### src/rtl/rv_decode_pkg.sv
// Shared types and opcode constants for the RV32I instruction-type decoder.
package rv_decode_pkg;

  localparam int XLEN = 32;

  localparam logic [6:0] OP_R     = 7'b0110011;
  localparam logic [6:0] OP_I     = 7'b0010011;
  localparam logic [6:0] OP_L     = 7'b0000011;
  localparam logic [6:0] OP_S     = 7'b0100011;
  localparam logic [6:0] OP_B     = 7'b1100011;
  localparam logic [6:0] OP_JAL   = 7'b1101111;
  localparam logic [6:0] OP_JALR  = 7'b1100111;
  localparam logic [6:0] OP_LUI   = 7'b0110111;
  localparam logic [6:0] OP_AUIPC = 7'b0010111;

  typedef enum logic [1:0] {
    OCC_EMPTY = 2'd0,
    OCC_ONE   = 2'd1,
    OCC_TWO   = 2'd2
  } occ_state_t;

  typedef struct packed {
    logic R;
    logic I;
    logic L;
    logic S;
    logic B;
    logic J;
    logic Jr;
    logic lui;
    logic aui;
    logic illegal;
  } inst_type_t;

  typedef struct packed {
    inst_type_t       typ;
    logic [4:0]       rd;
    logic [4:0]       rs1;
    logic [4:0]       rs2;
    logic [2:0]       funct3;
    logic [6:0]       funct7;
    logic [XLEN-1:0]  instr;
    logic [XLEN-1:0]  pc;
  } dec_word_t;

endpackage

### src/rtl/inst_type_decode_if.sv
// Fetch-side and decode-side handshake bundle of the instruction-type decoder.
interface inst_type_decode_if #(parameter int XLEN = 32);
  logic            in_valid;
  logic            in_ready;
  logic [XLEN-1:0] instr;
  logic [XLEN-1:0] pc;
  logic            flush;
  logic            out_valid;
  logic            out_ready;
  logic            R, I, L, S, B, J, Jr, lui, aui;
  logic            illegal;
  logic [4:0]      rd, rs1, rs2;
  logic [2:0]      funct3;
  logic [6:0]      funct7;
  logic [XLEN-1:0] instr_out;
  logic [XLEN-1:0] pc_out;

  modport master (
    output in_valid, instr, pc, flush, out_ready,
    input  in_ready, out_valid, R, I, L, S, B, J, Jr, lui, aui, illegal,
           rd, rs1, rs2, funct3, funct7, instr_out, pc_out
  );

  modport slave (
    input  in_valid, instr, pc, flush, out_ready,
    output in_ready, out_valid, R, I, L, S, B, J, Jr, lui, aui, illegal,
           rd, rs1, rs2, funct3, funct7, instr_out, pc_out
  );
endinterface

### src/rtl/pipe_skid_buf.sv
// Two-entry valid/ready skid buffer; in_ready, out_valid and payload all come from flops.
module pipe_skid_buf
  import rv_decode_pkg::*;
#(
  parameter int W = 8
) (
  input  logic         clk,
  input  logic         rst,
  input  logic         flush,
  input  logic         in_valid,
  output logic         in_ready,
  input  logic [W-1:0] in_data,
  output logic         out_valid,
  input  logic         out_ready,
  output logic [W-1:0] out_data
);

  occ_state_t   state_r, state_s;
  logic [W-1:0] main_r, main_s;
  logic [W-1:0] skid_r, skid_s;
  logic         in_ready_r, out_valid_r;
  logic         accept_s, drain_s;

  // Occupancy next-state and data steering; flush overrides any accept.
  always_comb begin
    state_s  = state_r;
    main_s   = main_r;
    skid_s   = skid_r;
    accept_s = in_valid && in_ready_r;
    drain_s  = out_valid_r && out_ready;
    if (flush) begin
      state_s = OCC_EMPTY;
      main_s  = {W{1'b0}};
      skid_s  = {W{1'b0}};
    end else begin
      case (state_r)
        OCC_EMPTY: begin
          if (accept_s) begin
            main_s  = in_data;
            state_s = OCC_ONE;
          end else begin
            state_s = OCC_EMPTY;
          end
        end
        OCC_ONE: begin
          if (accept_s && drain_s) begin
            main_s  = in_data;
            state_s = OCC_ONE;
          end else if (accept_s) begin
            skid_s  = in_data;
            state_s = OCC_TWO;
          end else if (drain_s) begin
            state_s = OCC_EMPTY;
          end else begin
            state_s = OCC_ONE;
          end
        end
        OCC_TWO: begin
          if (drain_s) begin
            main_s  = skid_r;
            state_s = OCC_ONE;
          end else begin
            state_s = OCC_TWO;
          end
        end
        default: begin
          state_s = OCC_EMPTY;
        end
      endcase
    end
  end

  // State, payload and registered handshake flags.
  always_ff @(posedge clk) begin
    if (rst) begin
      state_r     <= OCC_EMPTY;
      main_r      <= {W{1'b0}};
      skid_r      <= {W{1'b0}};
      in_ready_r  <= 1'b1;
      out_valid_r <= 1'b0;
    end else begin
      state_r     <= state_s;
      main_r      <= main_s;
      skid_r      <= skid_s;
      in_ready_r  <= (state_s != OCC_TWO);
      out_valid_r <= (state_s != OCC_EMPTY);
    end
  end

  assign in_ready  = in_ready_r;
  assign out_valid = out_valid_r;
  assign out_data  = main_r;

endmodule

### src/rtl/inst_type_decode.sv
// RV32I opcode classifier and field extractor feeding a registered skid buffer.
module inst_type_decode
  import rv_decode_pkg::*;
(
  input logic              clk,
  input logic              rst,
  inst_type_decode_if.slave bus
);

  dec_word_t word_s;
  dec_word_t out_word_s;

  // Classify the incoming word; non-11 low bits can never be a 32-bit encoding.
  always_comb begin
    word_s        = '{default: 1'b0};
    word_s.rd     = bus.instr[11:7];
    word_s.rs1    = bus.instr[19:15];
    word_s.rs2    = bus.instr[24:20];
    word_s.funct3 = bus.instr[14:12];
    word_s.funct7 = bus.instr[31:25];
    word_s.instr  = bus.instr;
    word_s.pc     = bus.pc;
    if (bus.instr[1:0] != 2'b11) begin
      word_s.typ.illegal = 1'b1;
    end else begin
      case (bus.instr[6:0])
        OP_R:     word_s.typ.R       = 1'b1;
        OP_I:     word_s.typ.I       = 1'b1;
        OP_L:     word_s.typ.L       = 1'b1;
        OP_S:     word_s.typ.S       = 1'b1;
        OP_B:     word_s.typ.B       = 1'b1;
        OP_JAL:   word_s.typ.J       = 1'b1;
        OP_JALR:  word_s.typ.Jr      = 1'b1;
        OP_LUI:   word_s.typ.lui     = 1'b1;
        OP_AUIPC: word_s.typ.aui     = 1'b1;
        default:  word_s.typ.illegal = 1'b1;
      endcase
    end
  end

  pipe_skid_buf #(.W($bits(dec_word_t))) u_skid (
    .clk       (clk),
    .rst       (rst),
    .flush     (bus.flush),
    .in_valid  (bus.in_valid),
    .in_ready  (bus.in_ready),
    .in_data   (word_s),
    .out_valid (bus.out_valid),
    .out_ready (bus.out_ready),
    .out_data  (out_word_s)
  );

  assign bus.R         = out_word_s.typ.R;
  assign bus.I         = out_word_s.typ.I;
  assign bus.L         = out_word_s.typ.L;
  assign bus.S         = out_word_s.typ.S;
  assign bus.B         = out_word_s.typ.B;
  assign bus.J         = out_word_s.typ.J;
  assign bus.Jr        = out_word_s.typ.Jr;
  assign bus.lui       = out_word_s.typ.lui;
  assign bus.aui       = out_word_s.typ.aui;
  assign bus.illegal   = out_word_s.typ.illegal;
  assign bus.rd        = out_word_s.rd;
  assign bus.rs1       = out_word_s.rs1;
  assign bus.rs2       = out_word_s.rs2;
  assign bus.funct3    = out_word_s.funct3;
  assign bus.funct7    = out_word_s.funct7;
  assign bus.instr_out = out_word_s.instr;
  assign bus.pc_out    = out_word_s.pc;

endmodule

### src/flat_wrapper.sv
// flat-port wrapper written by rule: the top's interface ports become plain ports
module inst_type_decode_flat import rv_decode_pkg::*;
  (clk, rst, bus_in_valid, bus_instr, bus_pc, bus_flush, bus_out_ready, bus_in_ready, bus_out_valid, bus_R, bus_I, bus_L, bus_S, bus_B, bus_J, bus_Jr, bus_lui, bus_aui, bus_illegal, bus_rd, bus_rs1, bus_rs2, bus_funct3, bus_funct7, bus_instr_out, bus_pc_out);
  inst_type_decode_if #(.XLEN(32)) bus_i ();
  input logic clk;
  input logic rst;
  input wire logic [$bits(bus_i.in_valid)-1:0] bus_in_valid;
  input wire logic [$bits(bus_i.instr)-1:0] bus_instr;
  input wire logic [$bits(bus_i.pc)-1:0] bus_pc;
  input wire logic [$bits(bus_i.flush)-1:0] bus_flush;
  input wire logic [$bits(bus_i.out_ready)-1:0] bus_out_ready;
  output wire logic [$bits(bus_i.in_ready)-1:0] bus_in_ready;
  output wire logic [$bits(bus_i.out_valid)-1:0] bus_out_valid;
  output wire logic [$bits(bus_i.R)-1:0] bus_R;
  output wire logic [$bits(bus_i.I)-1:0] bus_I;
  output wire logic [$bits(bus_i.L)-1:0] bus_L;
  output wire logic [$bits(bus_i.S)-1:0] bus_S;
  output wire logic [$bits(bus_i.B)-1:0] bus_B;
  output wire logic [$bits(bus_i.J)-1:0] bus_J;
  output wire logic [$bits(bus_i.Jr)-1:0] bus_Jr;
  output wire logic [$bits(bus_i.lui)-1:0] bus_lui;
  output wire logic [$bits(bus_i.aui)-1:0] bus_aui;
  output wire logic [$bits(bus_i.illegal)-1:0] bus_illegal;
  output wire logic [$bits(bus_i.rd)-1:0] bus_rd;
  output wire logic [$bits(bus_i.rs1)-1:0] bus_rs1;
  output wire logic [$bits(bus_i.rs2)-1:0] bus_rs2;
  output wire logic [$bits(bus_i.funct3)-1:0] bus_funct3;
  output wire logic [$bits(bus_i.funct7)-1:0] bus_funct7;
  output wire logic [$bits(bus_i.instr_out)-1:0] bus_instr_out;
  output wire logic [$bits(bus_i.pc_out)-1:0] bus_pc_out;
  assign bus_i.in_valid = bus_in_valid;
  assign bus_i.instr = bus_instr;
  assign bus_i.pc = bus_pc;
  assign bus_i.flush = bus_flush;
  assign bus_i.out_ready = bus_out_ready;
  assign bus_in_ready = bus_i.in_ready;
  assign bus_out_valid = bus_i.out_valid;
  assign bus_R = bus_i.R;
  assign bus_I = bus_i.I;
  assign bus_L = bus_i.L;
  assign bus_S = bus_i.S;
  assign bus_B = bus_i.B;
  assign bus_J = bus_i.J;
  assign bus_Jr = bus_i.Jr;
  assign bus_lui = bus_i.lui;
  assign bus_aui = bus_i.aui;
  assign bus_illegal = bus_i.illegal;
  assign bus_rd = bus_i.rd;
  assign bus_rs1 = bus_i.rs1;
  assign bus_rs2 = bus_i.rs2;
  assign bus_funct3 = bus_i.funct3;
  assign bus_funct7 = bus_i.funct7;
  assign bus_instr_out = bus_i.instr_out;
  assign bus_pc_out = bus_i.pc_out;
  inst_type_decode u_core (.clk(clk), .rst(rst), .bus(bus_i));
endmodule
### config.mk
export PLATFORM = sky130hd
export DESIGN_NAME = inst_type_decode_flat
export DESIGN_NICKNAME = d
export VERILOG_FILES = /design/src/rtl/rv_decode_pkg.sv /design/src/rtl/inst_type_decode_if.sv /design/src/rtl/pipe_skid_buf.sv /design/src/rtl/inst_type_decode.sv /design/src/flat_wrapper.sv
export SDC_FILE = /design/constraint.sdc
export NUM_CORES = 1
export LEC_CHECK = 0
export ABC_CLOCK_PERIOD_IN_PS = 2700
export BUFFER_PORTS_ARGS = -buffer_cell sky130_fd_sc_hd__buf_4
export CORE_MARGIN = 2
export CORE_UTILIZATION = 44
export CTS_BUF_LIST = sky130_fd_sc_hd__clkbuf_16
export DETAILED_ROUTE_END_ITERATION = 12
export PLACE_DENSITY_LB_ADDON = 0.12
export SLEW_MARGIN = 20
export SYNTH_ARGS = -nofsm -noshare
export SYNTH_HDL_FRONTEND = slang
export SYNTH_SLANG_ARGS = --single-unit
### constraint.sdc
create_clock -name clk -period 2.7 [get_ports clk]
set_clock_uncertainty 0.2 [all_clocks]
set_input_delay 0.27 -clock clk [delete_from_list [all_inputs] [get_ports clk]]
set_output_delay 0.27 -clock clk [all_outputs]
set_load 0.01 [all_outputs]
==> results of run 1 <==
## synth_stat cells
master	n
buf_6	1
nand2_1	285
a221o_1	1
or3_1	2
nand3_1	1
nor4_1	3
clkbuf_1	40
nand4b_1	1
a31oi_1	5
dfxtp_1	152
inv_1	1
nor3_1	4
buf_2	20
nor2b_1	2
ha_1	2
a21oi_1	85
or2_2	1
a311oi_1	38
nor2_1	71
and2_1	2
nand2b_1	2
a311oi_2	26
nand4bb_1	1
o221ai_2	1
o22ai_1	1
buf_1	1
nand3b_1	4
mux2i_1	1
o21ai_0	11
or4_1	2
nor3b_1	1
buf_4	30
o211ai_1	1
or3b_1	1
## cell usage in the layout (no fill, tap or decap), drive strengths merged, types with 7 or more instances in the layout
| cell | n |
|---|---|
| a311oi | 64 |
| o21ai | 11 |
| dlygate4sd3 | 65 |
| nand2 | 285 |
| inv | 7 |
| a21oi | 85 |
| buf | 181 |
| clkbuf | 17 |
| nor2 | 71 |
| dfxtp | 152 |
## critical path: cells and delay by family, from the launching register on
family,cells,cell delay (ps)
buf+inv,2,590
compound gates,2,530
simple gates,3,360
flops,1,350
fa+ha+maj,1,160
## per-stage QoR
step                power [mW]  hold WS (ps)  worst slack, ps  util [%]
floorplan                 2.71           186              955         -
CTS                       5.08          93.5              340      62.0
global placement          2.93           239              545      53.8
global route              5.23           143              147      62.0
detailed placement        2.95           247              357      53.8
finish                    5.03           119              367      62.0
## routing by layer
metal | routed length [um] | track usage, % | vias to the layer above
met5 | 0 | 0 | -
met4 | 286 | 7.73 | 0
li1 | - | - | 3017
met2 | 8310 | 37.2 | 179
met1 | 7110 | 25.4 | 2810
met3 | 845 | 4.77 | 22
## power breakdown
group | leakage (nW) | total [mW] | internal, mW | switching (mW)
Combinational | 1.93 | 0.624 | 0.303 | 0.321
Sequential | 1.23 | 2.35 | 2.31 | 0.0415
Clock | 0.270 | 2.06 | 1.22 | 0.841
Total | 3.43 | 5.03 | 3.83 | 1.20
## sequential cells by signal (all words and copies together) (netlist names)
register / cells
u_core.u_skid.out_valid: 1
u_core.u_skid.state_r: 2
u_core.u_skid.in_ready: 1
u_core.u_skid.out_data: 74
u_core.u_skid.skid_r: 74
## worst paths after layout
path                                          from                                 endpoint  cells after the start
min                                  bus_out_ready      u_core.u_skid.state_r[1]$_SDFF_PP0_                      4
min reg2reg  u_core.u_skid.skid_r[76]$_SDFFE_PP0P_    u_core.u_skid.skid_r[76]$_SDFFE_PP0P_                      2
max             u_core.u_skid.out_valid$_SDFF_PP0_  u_core.u_skid.out_data[23]$_SDFFE_PP0P_                      8
max reg2reg     u_core.u_skid.out_valid$_SDFF_PP0_  u_core.u_skid.out_data[23]$_SDFFE_PP0P_                      8
## cells by family after synthesis
kind of cell / share of synthesized area (%)
adders and majority gates: 0.393
and+or+nand+nor: 23.8
AOI/OAI and AO/OA: 20.0
muxes: 0.157
DFF: 47.8
buffers and inverters: 7.77
## final cells by class
cell class | instances | area share [%]
clock buffers | 17 | 4.90
clock inverters | 13 | 0.894
inverters | 1 | 0.0433
multi-input cells | 555 | 32.9
flip-flops and latches | 152 | 35.1
well taps | 180 | 2.60
repair buffers | 246 | 23.6
==> flow_summary.yaml, run 1 <==
global_routing:
  grt_max_degree: 71
  grt_pass1_vias: 5698
  grt_use_total_pct: 21.2
  grt.overflow.total: 0
  antenna_found_initial: 0
  grt_pass1_wl_mm: 27.3
placed_design:
  finalWeightedCongestion: 0.769
  io_buffers: 169
  dpl.hpwl_mm: 10.1
  place_inst: 1069
  dpl_cell_area_um2: 7520
final_layout:
  seqCellArea_um2: 3040
  diodes: 0
  multi_input_area_um2: 2850
  nNetsFinal: 1044
  nFillCells: 1205
  finalInstanceArea_um2: 8680
  area_delta_synth_final_pct: 36.3
  drive_above_1_share_pct: 23.7
  final_cells: 1164
synth:
  yosysWarnings: 0
  syn_area_per_cell_um2: 7.95
  ys_ff_latch: 152
  synth_area_um2: 6360
  synth_area_leaders: "dfxtp_1 (48%), nand2_1 (17%), a21oi_1 (6.7%)"
  synth_nets: 871
  yosysTopAreaCell: "dfxtp_1"
  synth_cells: 800
  synth_cell_types: 34
  seq_area_frac_synth_pct: 47.8
  yosysTopAreaCellShare_pct: 47.8
floorplanning:
  core_area_um2: 14000
  io_pins: 170
  die_w_um: 124
  dieArea_um2: 15400
  rows: 43
  die_h_um: 124
  start_util_pct: 45.5
timing:
  min_period_ps: 2330
  worst_pin_slew_ps: 852
  max_freq_mhz: 429
  rsz0062_at_grt: "false"
  finalCritPeriodShare_pct: 86.4
  slew_violations: 0
  hold_violations: 0
  relSlewSlack_pct: 43.2
  fin_setup_tns_ps: 0
  setup_viol: 0
detailed_routing:
  drt-total-wl_mm: 16.6
  drc_errors: 0
  ant_nets: 0
  dr.pass1.iters: 4
  vias: 6028
  avgRoutedWirePerCell_um: 14.2
  routed_via_density: 5.18
  dr.first_iter.drc_count: 360
cts:
  cts_sinks: 152
  cts-htree-levels: 4
  cts_tree: "done"
  cts_buffers: 17
  postCtsSetupBuffers: 0
  cts_resized: 0
  cts_hold_buf: 65
  clk_path_buf_depth: 2
  insertion_delay_ps: 410
  path_clk_slew_ps: 60
  clock-root-buffer: "clkbuf_16"
worst_setup_path:
  crit_type: "flip-flop to flip-flop"
  rrSetupSlack_ps: 370
  cp-end-kind: "flip-flop"
  crit_fanout: 44
  crit_arrival_ps: 2440
  slowest_delay_ps: 490
  critical_path.cell_chain: "nand2_1 > inv_1 > ha_1 > nand3b_1 > o221ai_4 > buf_4 > nor2_1 > a311oi_1"
  cp_slowest_cell: "buf_4"
  worstPathRequired_ps: 2810
  worstSetupStartpointType: "flip-flop"
pwr:
  vdd_drop_max_uv: 399
  power_density_nw_per_um2: 580
  p_leak_nw: 3.43
min_path:
  min_path_type: "input port to flip-flop"
outcome:
  outcome: "completed"
flow_run:
  maxCapViolations: 0
(Power assumes the default switching activity.)
==> run 2, diff against run 1 <==
--- a/config.mk
+++ b/config.mk
@@ -8,7 +8,7 @@
 export ABC_CLOCK_PERIOD_IN_PS = 2700
 export BUFFER_PORTS_ARGS = -buffer_cell sky130_fd_sc_hd__buf_4
 export CORE_MARGIN = 2
-export CORE_UTILIZATION = 44
+export CORE_UTILIZATION = 55
 export CTS_BUF_LIST = sky130_fd_sc_hd__clkbuf_16
 export DETAILED_ROUTE_END_ITERATION = 12
 export PLACE_DENSITY_LB_ADDON = 0.12
==> flow_summary.yaml, run 2 (same netlist as run 1, synthesis figures left out) <==
pwr:
  power_density_nw_per_um2: 611
  pwr-share-seq_pct: 44.0
  p_sw_share_pct: 24.0
  pwr-share-clk_pct: 44.2
  p_leak_nw: 3.45
  p_switching_mw: 1.28
  vdd_drop_max_uv: 516
  comb_power_share_pct: 11.8
  intPower_mw: 4.05
final_layout:
  area_delta_synth_final_pct: 37.1
  diodes: 0
  final_cell_mix: "nand2_1 (284), buf_4 (177), dfxtp_1 (152), a21oi_1 (85), nor2_1 (71)"
  seqCellArea_um2: 3040
  multi_input_area_um2: 2850
  nFillCells: 825
  layout_commonest_cell: "nand2_1"
  drive_above_1_share_pct: 24.6
  final_cells: 1128
  nNetsFinal: 1044
  finalInstanceArea_um2: 8730
cts:
  cts_tree: "done"
  clk_path_buf_depth: 2
  cts_sinks: 152
  clock-root-buffer: "clkbuf_16"
  cts_hold_buf: 65
  path_clk_slew_ps: 60
  postCtsSetupBuffers: 0
  cts_buffers: 17
  cts_resized: 0
  insertion_delay_ps: 410
  cts-htree-levels: 4
floorplanning:
  die_h_um: 112
  start_util_pct: 56.0
  io_pins: 170
  core_area_um2: 11400
  dieArea_um2: 12400
  rows: 39
  die_w_um: 112
outcome:
  outcome: "completed"
placed_design:
  finalWeightedCongestion: 0.777
  io_buffers: 169
  place_worst_setup_slack_ps: 624
  place_inst: 1032
  dpl.hpwl_mm: 9.82
  dpl_cell_area_um2: 7490
detailed_routing:
  ant_nets: 0
  routed_via_density: 5.46
  dr.pass1.iters: 5
  drt-total-wl_mm: 16.4
  avgRoutedWirePerCell_um: 14.5
  dr.first_iter.drc_count: 412
  vias: 6161
  drc_errors: 0
worst_setup_path:
  crit_fanout: 70
  critical_path.cell_chain: "nand2b_2 > buf_4 > nand2_1 > a311oi_1"
  crit_arrival_ps: 2260
  worstPathRequired_ps: 2810
  crit_type: "flip-flop to flip-flop"
  worstSetupStartpointType: "flip-flop"
  cp-end-kind: "flip-flop"
  slowest_delay_ps: 600
  cp_slowest_cell: "buf_4"
timing:
  slew_violations: 0
  hold_violations: 0
  finalCritPeriodShare_pct: 79.6
  fin_ws_ps: 550
  min_period_ps: 2150
  max_freq_mhz: 465
  relSlewSlack_pct: 37.1
  rsz0062_at_grt: "false"
  setup_viol: 0
  fin_setup_tns_ps: 0
  worst_pin_slew_ps: 944
global_routing:
  grt.overflow.total: 0
  grt_use_total_pct: 26.3
  grt_pass1_vias: 5923
  antenna_found_initial: 0
  grt_max_degree: 83
  grt_pass1_wl_mm: 27.2
min_path:
  min_path_type: "input port to flip-flop"
flow_run:
  maxCapViolations: 0
run 2: worst paths after layout:
| check | start | to | slack, ps | cells after the start |
|---|---|---|---|---|
| worst max register to register | u_core.u_skid.state_r[0]$_SDFF_PP0_ | u_core.u_skid.out_data[18]$_SDFFE_PP0P_ | 550 | 4 |
| worst min-delay path | rst | u_core.u_skid.out_data[91]$_SDFFE_PP0P_ | 100 | 4 |
| worst min register to register | u_core.u_skid.skid_r[1]$_SDFFE_PP0P_ | u_core.u_skid.skid_r[1]$_SDFFE_PP0P_ | 250 | 2 |
| worst max-delay path | u_core.u_skid.state_r[0]$_SDFF_PP0_ | u_core.u_skid.out_data[18]$_SDFFE_PP0P_ | 550 | 4 |
run 2: layout make-up:
class / instances / area share (%)
Sequential cell: 152 / 34.9
Clock inverter: 14 / 1.85
Tap cell: 143 / 2.05
Inverter: 1 / 0.0430
Timing Repair Buffer: 246 / 23.6
Clock buffer: 17 / 4.88
Multi-Input combinational cell: 555 / 32.7
run 2: metrics by stage:
| stage | hold slack, ps | util [%] | power [mW] |
|---|---|---|---|
| 2_1_floorplan | 186 | - | 2.71 |
| 3_3_place_gp | 242 | 65.9 | 2.92 |
| 3_5_place_dp | 247 | 65.9 | 2.94 |
| 4_1_cts | 99.8 | 76.7 | 5.35 |
| 5_1_grt | 149 | 76.7 | 5.52 |
| 6_report | 101 | 76.7 | 5.33 |
run 2: routing by layer:
| layer | GRT usage [%] | part of all wire, % | vias to the layer above |
|---|---|---|---|
| met4 | 10.5 | 2.2 | 0 |
| met3 | 5.99 | 5.8 | 33 |
| met1 | 31.6 | 41 | 2894 |
| li1 | - | - | 3021 |
| met2 | 45.8 | 51 | 213 |
| met5 | 0 | 0 | - |
run 2: power by group through the flow:
stage / Clock (mW) / Combinational, mW / Sequential [mW]
after floorplan: 0 / 0.294 / 2.41
after global placement: 0 / 0.533 / 2.39
after detailed placement: 0 / 0.547 / 2.39
after CTS: 2.38 / 0.624 / 2.35
after global routing: 2.48 / 0.684 / 2.35
final: 2.36 / 0.627 / 2.35
run 2: critical path, delay by kind of cell (launching register included):
kind | cells | cell delay [ps]
AO/OA/AOI/OAI | 1 | 340
buffers and inverters | 1 | 600
flip-flops | 1 | 480
AND/OR/NAND/NOR | 2 | 350
